[config.mk]
export PLATFORM = sky130hd
export DESIGN_NAME = multi_countdown_timer
export DESIGN_NICKNAME = d
export VERILOG_FILES = /design/src/rtl/multi_countdown_timer_pkg.sv /design/src/rtl/multi_countdown_timer_channel.sv /design/src/rtl/multi_countdown_timer.sv
export SDC_FILE = /design/constraint.sdc
export NUM_CORES = 1
export LEC_CHECK = 0
export ABC_CLOCK_PERIOD_IN_PS = 6200
export BUFFER_PORTS_ARGS = -buffer_cell sky130_fd_sc_hd__buf_2
export CAP_MARGIN = 20
export CORE_UTILIZATION = 64
export DETAILED_ROUTE_END_ITERATION = 6
export MAX_ROUTING_LAYER = met4
export PLACE_DENSITY = 0.87
export SLEW_MARGIN = 10
export SYNTH_ARGS = -nofsm -noshare
export SYNTH_HDL_FRONTEND = slang
export SYNTH_SLANG_ARGS = --single-unit
[constraint.sdc]
create_clock -name clk -period 6.2 [get_ports clk]
set_input_delay 0.31 -clock clk [delete_from_list [all_inputs] [get_ports clk]]
set_output_delay 0.31 -clock clk [all_outputs]
set_load 0.05 [all_outputs]
[src/rtl/multi_countdown_timer_pkg.sv]
// Shared constants and channel state encoding for the multi-channel countdown timer.
package multi_countdown_timer_pkg;

  localparam int MAX_WIDTH    = 8;
  localparam int COUNTER_1SEC = 100_000_000;

  typedef enum logic [1:0] {
    ST_IDLE  = 2'd0,
    ST_RUN   = 2'd1,
    ST_PAUSE = 2'd2
  } ch_state_e;

endpackage

[src/rtl/multi_countdown_timer_channel.sv]
// One seconds-resolution countdown channel with its own prescaler, pause,
// synchronous clear and optional auto-reload.
module multi_countdown_timer_channel
  import multi_countdown_timer_pkg::*;
#(
  parameter int WIDTH       = MAX_WIDTH,
  parameter int TICK_CYCLES = COUNTER_1SEC
) (
  input  logic             clk,
  input  logic             rstn,
  input  logic             start,
  input  logic             clear,
  input  logic             pause,
  input  logic             reload_en,
  input  logic [WIDTH-1:0] load_value,
  output logic [WIDTH-1:0] count,
  output logic             running,
  output logic             done,
  output logic             done_pulse
);

  localparam int PW = $clog2(TICK_CYCLES);
  localparam logic [PW-1:0] PRE_LAST = PW'(TICK_CYCLES - 1);

  ch_state_e        state_q, state_d;
  logic [WIDTH-1:0] count_q, count_d;
  logic [PW-1:0]    presc_q, presc_d;
  logic             done_q, done_d;
  logic             running_q, running_d;
  logic             pulse_q, pulse_d;
  logic             start_prev_q, clear_prev_q;
  logic             start_e, clear_e;

  assign start_e = start & ~start_prev_q;
  assign clear_e = clear & ~clear_prev_q;

  always_comb begin
    state_d   = state_q;
    count_d   = count_q;
    presc_d   = presc_q;
    done_d    = done_q;
    running_d = running_q;
    pulse_d   = 1'b0;
    if (clear_e) begin
      state_d   = ST_IDLE;
      count_d   = '0;
      presc_d   = '0;
      done_d    = 1'b1;
      running_d = 1'b0;
    end else if (start_e) begin
      if (load_value == '0) begin
        state_d   = ST_IDLE;
        count_d   = '0;
        presc_d   = '0;
        done_d    = 1'b1;
        running_d = 1'b0;
        pulse_d   = 1'b1;
      end else begin
        // The load cycle counts as the first prescaler cycle, so expiry
        // lands exactly load_value*TICK_CYCLES cycles after the start edge.
        state_d   = pause ? ST_PAUSE : ST_RUN;
        count_d   = load_value;
        presc_d   = PW'(1);
        done_d    = 1'b0;
        running_d = 1'b1;
      end
    end else begin
      case (state_q)
        ST_IDLE: ;
        ST_RUN, ST_PAUSE: begin
          if (pause) begin
            state_d = ST_PAUSE;
          end else if (count_q == '0) begin
            state_d   = ST_IDLE;
            presc_d   = '0;
            done_d    = 1'b1;
            running_d = 1'b0;
          end else begin
            state_d = ST_RUN;
            if (presc_q == PRE_LAST) begin
              presc_d = '0;
              if (count_q == WIDTH'(1)) begin
                pulse_d = 1'b1;
                if (reload_en && (load_value != '0)) begin
                  count_d = load_value;
                end else begin
                  state_d   = ST_IDLE;
                  count_d   = '0;
                  done_d    = 1'b1;
                  running_d = 1'b0;
                end
              end else begin
                count_d = count_q - WIDTH'(1);
              end
            end else begin
              presc_d = presc_q + PW'(1);
            end
          end
        end
        default: begin
          state_d   = ST_IDLE;
          count_d   = '0;
          presc_d   = '0;
          done_d    = 1'b1;
          running_d = 1'b0;
        end
      endcase
    end
  end

  always_ff @(posedge clk or negedge rstn) begin
    if (!rstn) begin
      state_q      <= ST_IDLE;
      count_q      <= '0;
      presc_q      <= '0;
      done_q       <= 1'b1;
      running_q    <= 1'b0;
      pulse_q      <= 1'b0;
      start_prev_q <= 1'b0;
      clear_prev_q <= 1'b0;
    end else begin
      state_q      <= state_d;
      count_q      <= count_d;
      presc_q      <= presc_d;
      done_q       <= done_d;
      running_q    <= running_d;
      pulse_q      <= pulse_d;
      start_prev_q <= start;
      clear_prev_q <= clear;
    end
  end

  assign count      = count_q;
  assign running    = running_q;
  assign done       = done_q;
  assign done_pulse = pulse_q;

endmodule

[src/rtl/multi_countdown_timer.sv]
// N independent countdown channels plus a registered OR of their expiry pulses.
module multi_countdown_timer
  import multi_countdown_timer_pkg::*;
#(
  parameter int N_CH        = 2,
  parameter int WIDTH       = MAX_WIDTH,
  parameter int TICK_CYCLES = COUNTER_1SEC
) (
  input  logic                  clk,
  input  logic                  rstn,
  input  logic [N_CH-1:0]       start,
  input  logic [N_CH-1:0]       clear,
  input  logic [N_CH-1:0]       pause,
  input  logic [N_CH-1:0]       reload_en,
  input  logic [N_CH*WIDTH-1:0] load_value,
  output logic [N_CH*WIDTH-1:0] count,
  output logic [N_CH-1:0]       running,
  output logic [N_CH-1:0]       done,
  output logic [N_CH-1:0]       done_pulse,
  output logic                  any_pulse
);

  logic any_pulse_q, any_pulse_d;

  for (genvar i = 0; i < N_CH; i++) begin : g_ch
    multi_countdown_timer_channel #(
      .WIDTH      (WIDTH),
      .TICK_CYCLES(TICK_CYCLES)
    ) u_ch (
      .clk       (clk),
      .rstn      (rstn),
      .start     (start[i]),
      .clear     (clear[i]),
      .pause     (pause[i]),
      .reload_en (reload_en[i]),
      .load_value(load_value[i*WIDTH +: WIDTH]),
      .count     (count[i*WIDTH +: WIDTH]),
      .running   (running[i]),
      .done      (done[i]),
      .done_pulse(done_pulse[i])
    );
  end

  always_comb any_pulse_d = |done_pulse;

  always_ff @(posedge clk or negedge rstn) begin
    if (!rstn) any_pulse_q <= 1'b0;
    else       any_pulse_q <= any_pulse_d;
  end

  assign any_pulse = any_pulse_q;

endmodule

# Word-level counts from Yosys, hierarchy flattened
# Cells that the tools add are included.
[totals] register_bits=85 in_bits=26 elab_cells=172
[op_classes] n_reduce_logical=19 addsub=4 bitwise=8 muxes=102 eq_ne=22
[ops] operator="two-way mux 27 bit" n=10
[ops] operator="two-way mux 8 bit" n=16
[ops] operator="one-hot mux 27 bit (2 select lines)" n=2
[ops] operator="adder 27 x 1 -> 27 bit, second input constant" n=2
[ops] operator="equality test 27 bit, second input constant" n=2
[ops] operator="two-way mux 1 bit" n=50
[ops] operator="zero test 8 bit" n=4
[ops] operator="two-way mux 2 bit" n=16
[ops] operator="one-hot mux 8 bit (2 select lines)" n=2
[ops] operator="inequality test 5 x 1 -> 1 bit, second input constant" n=4
[ops] operator="equality test 8 x 1 -> 1 bit, second input constant" n=2
[ops] operator="inequality test 4 x 2 -> 1 bit, second input constant" n=4
[ops] operator="nonzero test 8 bit" n=2
[ops] operator="subtractor 8 x 1 -> 8 bit, second input constant" n=2
[ops] operator="inequality test 5 x 2 -> 1 bit, second input constant" n=2
[ops] operator="AND reduction 5 bit" n=2
[ops] operator="inequality test 4 x 1 -> 1 bit, second input constant" n=2
[ops] operator="one-hot mux 1 bit (2 select lines)" n=4
[ops] operator="one-hot mux 2 bit (2 select lines)" n=2
[ops] operator="AND reduction 4 bit" n=2
[ops] operator="inequality test 3 x 1 -> 1 bit, second input constant" n=2
[ops] operator="OR reduction 2 bit" n=3
[ops] operator="bitwise AND 1 bit" n=4
[ops] operator="equality test 2 x 1 -> 1 bit, second input constant" n=2
[ops] operator="5 further kinds" n=12

# Logic depth before layout (Yosys ltp)
[logic_depth] ltp_word=10 ltp_mapped=9

# Hierarchy
# Synthesis repeated with hierarchy kept, for this count alone.
[hier_totals] cells_unflattened=612 area_unflattened_um2=5449.0
[modules_own_cells] mod="multi_countdown_timer_channel at g_ch[1].u_ch" cells_each=315 seq_area_each_um2=1052.3 area_per_inst_um2=2743.9 n_inst=1
[modules_own_cells] mod="multi_countdown_timer_channel at g_ch[0].u_ch" cells_each=295 seq_area_each_um2=1052.3 area_per_inst_um2=2673.8 n_inst=1
[modules_own_cells] mod="multi_countdown_timer" cells_each=2 seq_area_each_um2=25.0 area_per_inst_um2=31.3 n_inst=1

# Worst setup path after synthesis
# Ideal clock, no wire load.
[synth_timing] path_kind="register to register" startpoint="reg g_ch[0].u_ch.count_q[0]" endpoint="reg g_ch[0].u_ch.running_q" t_required_ns=6.080 stages_incl_launch_ff=6 arrival_time_ns=2.377 path_buffers=0 setup_slack_ns=3.703 cell_sequence="dfrtp_1 > ha_1 > or4b_2 > or2_4 > a2111o_1 > a31o_1"
[synth_between] elab_chain_cells=6
[synth_lines] item="from (decl)" line_no="multi_countdown_timer_channel.sv:26" rtl="logic [WIDTH-1:0] count_q, count_d;"
[synth_lines] item="from (signal assigned)" line_no="multi_countdown_timer_channel.sv:123" rtl="count_q <= count_d;"
[synth_lines] item="zero test 8 bit" line_no="multi_countdown_timer_channel.sv:73" rtl="end else if (count_q == '0) begin"
[synth_lines] item="two-way mux 1 bit" line_no="multi_countdown_timer_channel.sv:73"
[synth_lines] item="two-way mux 1 bit" line_no="multi_countdown_timer_channel.sv:71" rtl="if (pause) begin"
[synth_lines] item="one-hot mux 1 bit (2 select lines)" line_no="multi_countdown_timer_channel.sv:68" rtl="case (state_q)"
[synth_lines] item="two-way mux 1 bit" line_no="multi_countdown_timer_channel.sv:50" rtl="end else if (start_e) begin"
[synth_lines] item="two-way mux 1 bit" line_no="multi_countdown_timer_channel.sv:44" rtl="if (clear_e) begin"
[synth_lines] item="to (signal assigned)" line_no="multi_countdown_timer_channel.sv:126" rtl="running_q <= running_d;"
[synth_lines] item="to (decl)" line_no="multi_countdown_timer_channel.sv:29" rtl="logic running_q, running_d;"
# Parallel ways exist; a longest one is shown, timed or not. The select of a mux whose other input is x is not followed.
# A chain may end at the register's enable or synchronous reset.

# Final worst setup path
[layout_timing] startpoint="reg g_ch[0].u_ch.count_q[0]" endpoint="reg g_ch[0].u_ch.presc_q[8]"
[layout_between] elab_chain_cells=6
[layout_lines] item="zero test 8 bit" line_no="multi_countdown_timer_channel.sv:73"
[layout_lines] item="two-way mux 27 bit" line_no="multi_countdown_timer_channel.sv:73"
[layout_lines] item="two-way mux 27 bit" line_no="multi_countdown_timer_channel.sv:71"
[layout_lines] item="one-hot mux 27 bit (2 select lines)" line_no="multi_countdown_timer_channel.sv:68"
[layout_lines] item="two-way mux 27 bit" line_no="multi_countdown_timer_channel.sv:50"
[layout_lines] item="two-way mux 27 bit" line_no="multi_countdown_timer_channel.sv:44"
[layout_lines] item="to (signal assigned)" line_no="multi_countdown_timer_channel.sv:124" rtl="presc_q <= presc_d;"
[layout_lines] item="to (decl)" line_no="multi_countdown_timer_channel.sv:27" rtl="logic [PW-1:0] presc_q, presc_d;"
# No other way between the ends. The select of a mux whose other input is x is not followed.

==> results by stage <==
Run status:
- The run finished with clean final reports.

Yosys:
- The count of distinct cell types in the synthesized netlist is 72.
- The total of flip-flops plus latches after synthesis is 85.
- Dividing the synthesized area by the synthesized cell count gives 9.35 sq um.
- The most instantiated flip-flop cell in the synthesis netlist is dfrtp_1.
- The cell count after synthesis is between 500 and 600.
- The combined area of all synthesized cells is 5020 sq um.
- Yosys printed 0 warnings.
- For this run, the register share of the synthesized area comes to 0.424.
- The fraction of registers with async set or reset after synthesis is 1.00.
- The number of nets handed over by synthesis was between 500 and 600.
- Counting flops with a built-in enable in the synthesized netlist gives 0.

Global routing:
- Entering global routing, the biggest net connects 86 pins.
- The aggregate global-route resource usage is 0.286.
- The via count of the first global-routing pass came to 4,113.
- The global-route wire length before repair is 18.7 mm.
- Global routing finished with a remaining overflow of 0.
- The number of antenna violations at the first check in global routing is 0.

Timing:
- The post-route fraction of the period consumed by the critical path is 0.456.
- The worst path needs 2.82 ns of the cycle, external delays included.
- Setup repair after global routing left no endpoint under its margin.
- The top achievable clock speed is 354 MHz.
- The number of setup violations in the final report is 0.
- The number of hold violations in the final report was 0.
- In this run the tightest slew margin relative to its limit is 0.303.
- The transition time at the pin with the least slew margin is 1.04 ns.
- The clock skew is 0.0122 ns.
- In the final timing run, aggregate negative setup slack is 0 ns.
- The number of max-slew violations in the final report is 0.

Worst setup path:
- The cell seen most often among critical-path stages is nor2_1.
- Counting both buffers and inverters, the worst setup path holds a total of 1.
- The required time of the critical path is 6.39 ns.
- The type of destination of the critical path is a register.
- The critical path launch point type is a register.
- The critical path's slowest cell is a21oi_2.
- The cell family contributing the most delay on the critical path is simple AND/OR/NAND/NOR gates.
- The largest stage delay on the critical path is 0.84 ns.
- The kind of critical path is register to register.
- STA puts the critical path data arrival time at 3.02 ns.
- The worst-path maximum fanout is 24.
- The critical path goes through inv_1, ha_1, or4b_2, nor2_1, nor3_1, a21oi_2, nor2_1.

Final layout:
- The diode insertion count for antenna repair is 0.
- The cell area after layout is 5500 sq um.
- After filler insertion, the fill cell instance count of the layout stands at between 500 and 600.
- The share of post-route cells with drive strength above 1 is 0.168.
- Relative to the synthesized area, the layout overhead comes to 9.52%.
- The post-layout net count is between 600 and 700.
- At the end of the flow the core is filled with cells to 0.742.

Drt:
- In the routed design, unresolved DRC markers number 0.
- The total wire length is 11.0 mm.
- The final route contains 4,272 vias.
- The first-pass detailed-route iteration total is 4.
- The remaining number of nets flagged by the antenna check after routing is 0.
- The number of vias per cell after detailed routing is ~6.3.
- Dividing the detail-routed wire length by the instance count gives between 15 and 20 um.
- The DRC violation total after the first TritonRoute iteration is between 200 and 250.

Run:
- Across the run, the number of max-cap violations was 0.

Clock tree:
- The clock transition time at the flip-flop clock pins of the worst setup and hold paths is approximately 0.090 ns.
- The source-to-sink clock delay at the later pin of the worst-skew pair is between 0.3 and 0.4 ns.
- Once the clock tree was built, the setup fixing pass inserted 0 buffers.
- After clock tree synthesis, the flow added hold-fix buffers numbering 0.
- TritonCTS created 9 clock buffers.
- In this run, post-CTS repair resized a total of 0 instances.
- The cell sitting at the root of the clock tree is a clkbuf_8.
- The H-tree generated during clock tree synthesis spans 3 levels.
- The clock sink total is 85.
- The maximum clock path buffer count is 2.
- The clock tree from TritonCTS is yes.

Floorplanning:
- The die extent in x is 90.6 um.
- around 50 I/O pins were placed.
- The row count is 31.
- The starting density of the core is 0.678.
- The core region area is 7410 sq um.
- The die covers 8210 sq um.
- The die is 90.6 um tall.

Place:
- Detailed placement finished with a half-perimeter wire length of 7.69 mm.
- The placed instances occupy a cell area of 5270 sq um.
- Buffers placed on the I/O ports in this run total 48.
- Routability-driven placement finished with a final weighted congestion of between 0.8 and 0.9.

Worst hold path:
- The min-delay analysis places its worst path in the category input pin to register.

Power and ir drop:
- Power spread over the standard cell area amounts to between 300 and 400 nW/um^2.
- The leakage power is roughly 2.4 nW.
- The largest vdd supply drop is 0.000304 V.
-- synth_stat cells (3+ instances only) --
cell,instances,share of area
dfrtp_1,83,0.41
nor2_1,75,0.056
xor2_1,39,0.068
nand2_1,37,0.028
nand4_1,33,0.041
inv_1,17,0.013
nand3_1,17,0.017
clkbuf_1,15,0.011
xnor2_1,15,0.026
and3_1,13,0.016
nor3_1,13,0.013
a21oi_1,12,0.012
mux2_2,12,0.027
nor4_1,11,0.014
ha_1,10,0.025
a31oi_1,7,0.0087
o2bb2ai_1,7,0.012
or4_1,7,0.010
buf_4,6,0.0090
nand2b_1,6,0.0075
nor2b_1,6,0.0075
o31ai_1,6,0.0090
o21ai_0,5,0.0050
o22ai_1,5,0.0062
or3_1,5,0.0062
a32oi_1,4,0.0070
and2_1,4,0.0050
buf_2,4,0.0040
a21o_1,3,0.0045
a22o_1,3,0.0052
nand4b_1,3,0.0052
o22a_1,3,0.0052
or4b_2,3,0.0060
-- sequential cells by signal, summed over array words and instances, names as in the netlist --
signal,flops
g_ch.u_ch.done_pulse,2
g_ch.u_ch.presc_q,54
g_ch.u_ch.count,16
g_ch.u_ch.start_prev_q,2
g_ch.u_ch.done,2
g_ch.u_ch.state_q,4
g_ch.u_ch.clear_prev_q,2
g_ch.u_ch.running,2
any_pulse,1
-- cell families after synthesis --
logic type / count (synthesis) / share of synthesized area
AOI/OAI and AO/OA: 81 / 0.122
xor gates and xnor gates: 54 / 0.0942
adders and majority gates: 10 / 0.0249
buffers and inverters: 44 / 0.0386
DFF: 85 / 0.424
muxes: 13 / 0.0289
and+or+nand+nor: 250 / 0.267
-- through the flow --
step | hold WS [ns] | power (W) | worst slack [ns] | instances
detailed placement | 0.445 | 0.00145 | 3.40 | 658
global route | 0.0735 | 0.00193 | 3.15 | 676
finish | 0.0921 | 0.00184 | 3.38 | 676
floorplan | 0.0144 | 0.00129 | 3.70 | 537
CTS | 0.0824 | 0.00182 | 3.38 | 673
global placement | 0.441 | 0.00142 | 3.55 | 658
-- final cells by class --
| type | instances | area [sq um] | area share |
|---|---|---|---|
| clock buffers | 9 | 124 | 0.0225 |
| clock inverters | 6 | 65.1 | 0.0118 |
| inverters | 17 | 63.8 | 0.0116 |
| multi-input cells | 408 | 2700 | 0.491 |
| flip-flops and latches | 85 | 2130 | 0.387 |
| well taps | 99 | 124 | 0.0225 |
| repair buffers | 52 | 295 | 0.0537 |
-- layout by cell type (no fill, tap or decap), types with 9 or more instances in the layout --
cell type   n
nor4_1     11
xnor2_1    15
inv_1      17
nor3_1     13
clkbuf_8    9
mux2_2     12
and3_1     13
ha_1       10
buf_2      47
xor2_1     39
nand4_1    33
nand2_1    37
a21oi_1    12
nand3_1    17
nor2_1     75
dfrtp_1    83
-- power by group --
| part | total (W) | leakage, nW | switching [W] | internal, W |
|---|---|---|---|---|
| clock | 0.000378 | 0.0950 | 0.000194 | 0.000184 |
| sequential | 0.000704 | 1.15 | 0.0000889 | 0.000615 |
| combinational | 0.000754 | 1.16 | 0.000497 | 0.000256 |
-- metal layers --
layer / share of wire / GRT usage
met1: 0.42 / 0.357
met2: 0.50 / 0.460
met3: 0.058 / 0.0513
met4: 0.024 / 0.121
met5: 0 / -
-- final timing paths --
check,from,end,slack (ns),depth (start not counted)
worst min-delay path,start[1],g_ch[1].u_ch.start_prev_q,0.09,1
min in group asynchronous,rstn,g_ch[0].u_ch.count[5],0.36,2
max in group asynchronous,rstn,g_ch[0].u_ch.done,5.22,3
worst min register to register,g_ch[0].u_ch.done_pulse,any_pulse,0.47,1
worst max-delay path,g_ch[0].u_ch.count[0],g_ch[0].u_ch.presc_q[8],3.38,7
worst max register to register,g_ch[0].u_ch.count[0],g_ch[0].u_ch.presc_q[8],3.38,7
-- worst register-to-register path, delay by kind of cell (launching register included) --
family | cells | cell delay (ns)
fa+ha+maj | 1 | 0.14
flops | 1 | 0.46
buf+inv | 1 | 0.11
simple gates | 4 | 1.13
compound gates | 1 | 0.84
(Power assumes the default switching activity.)
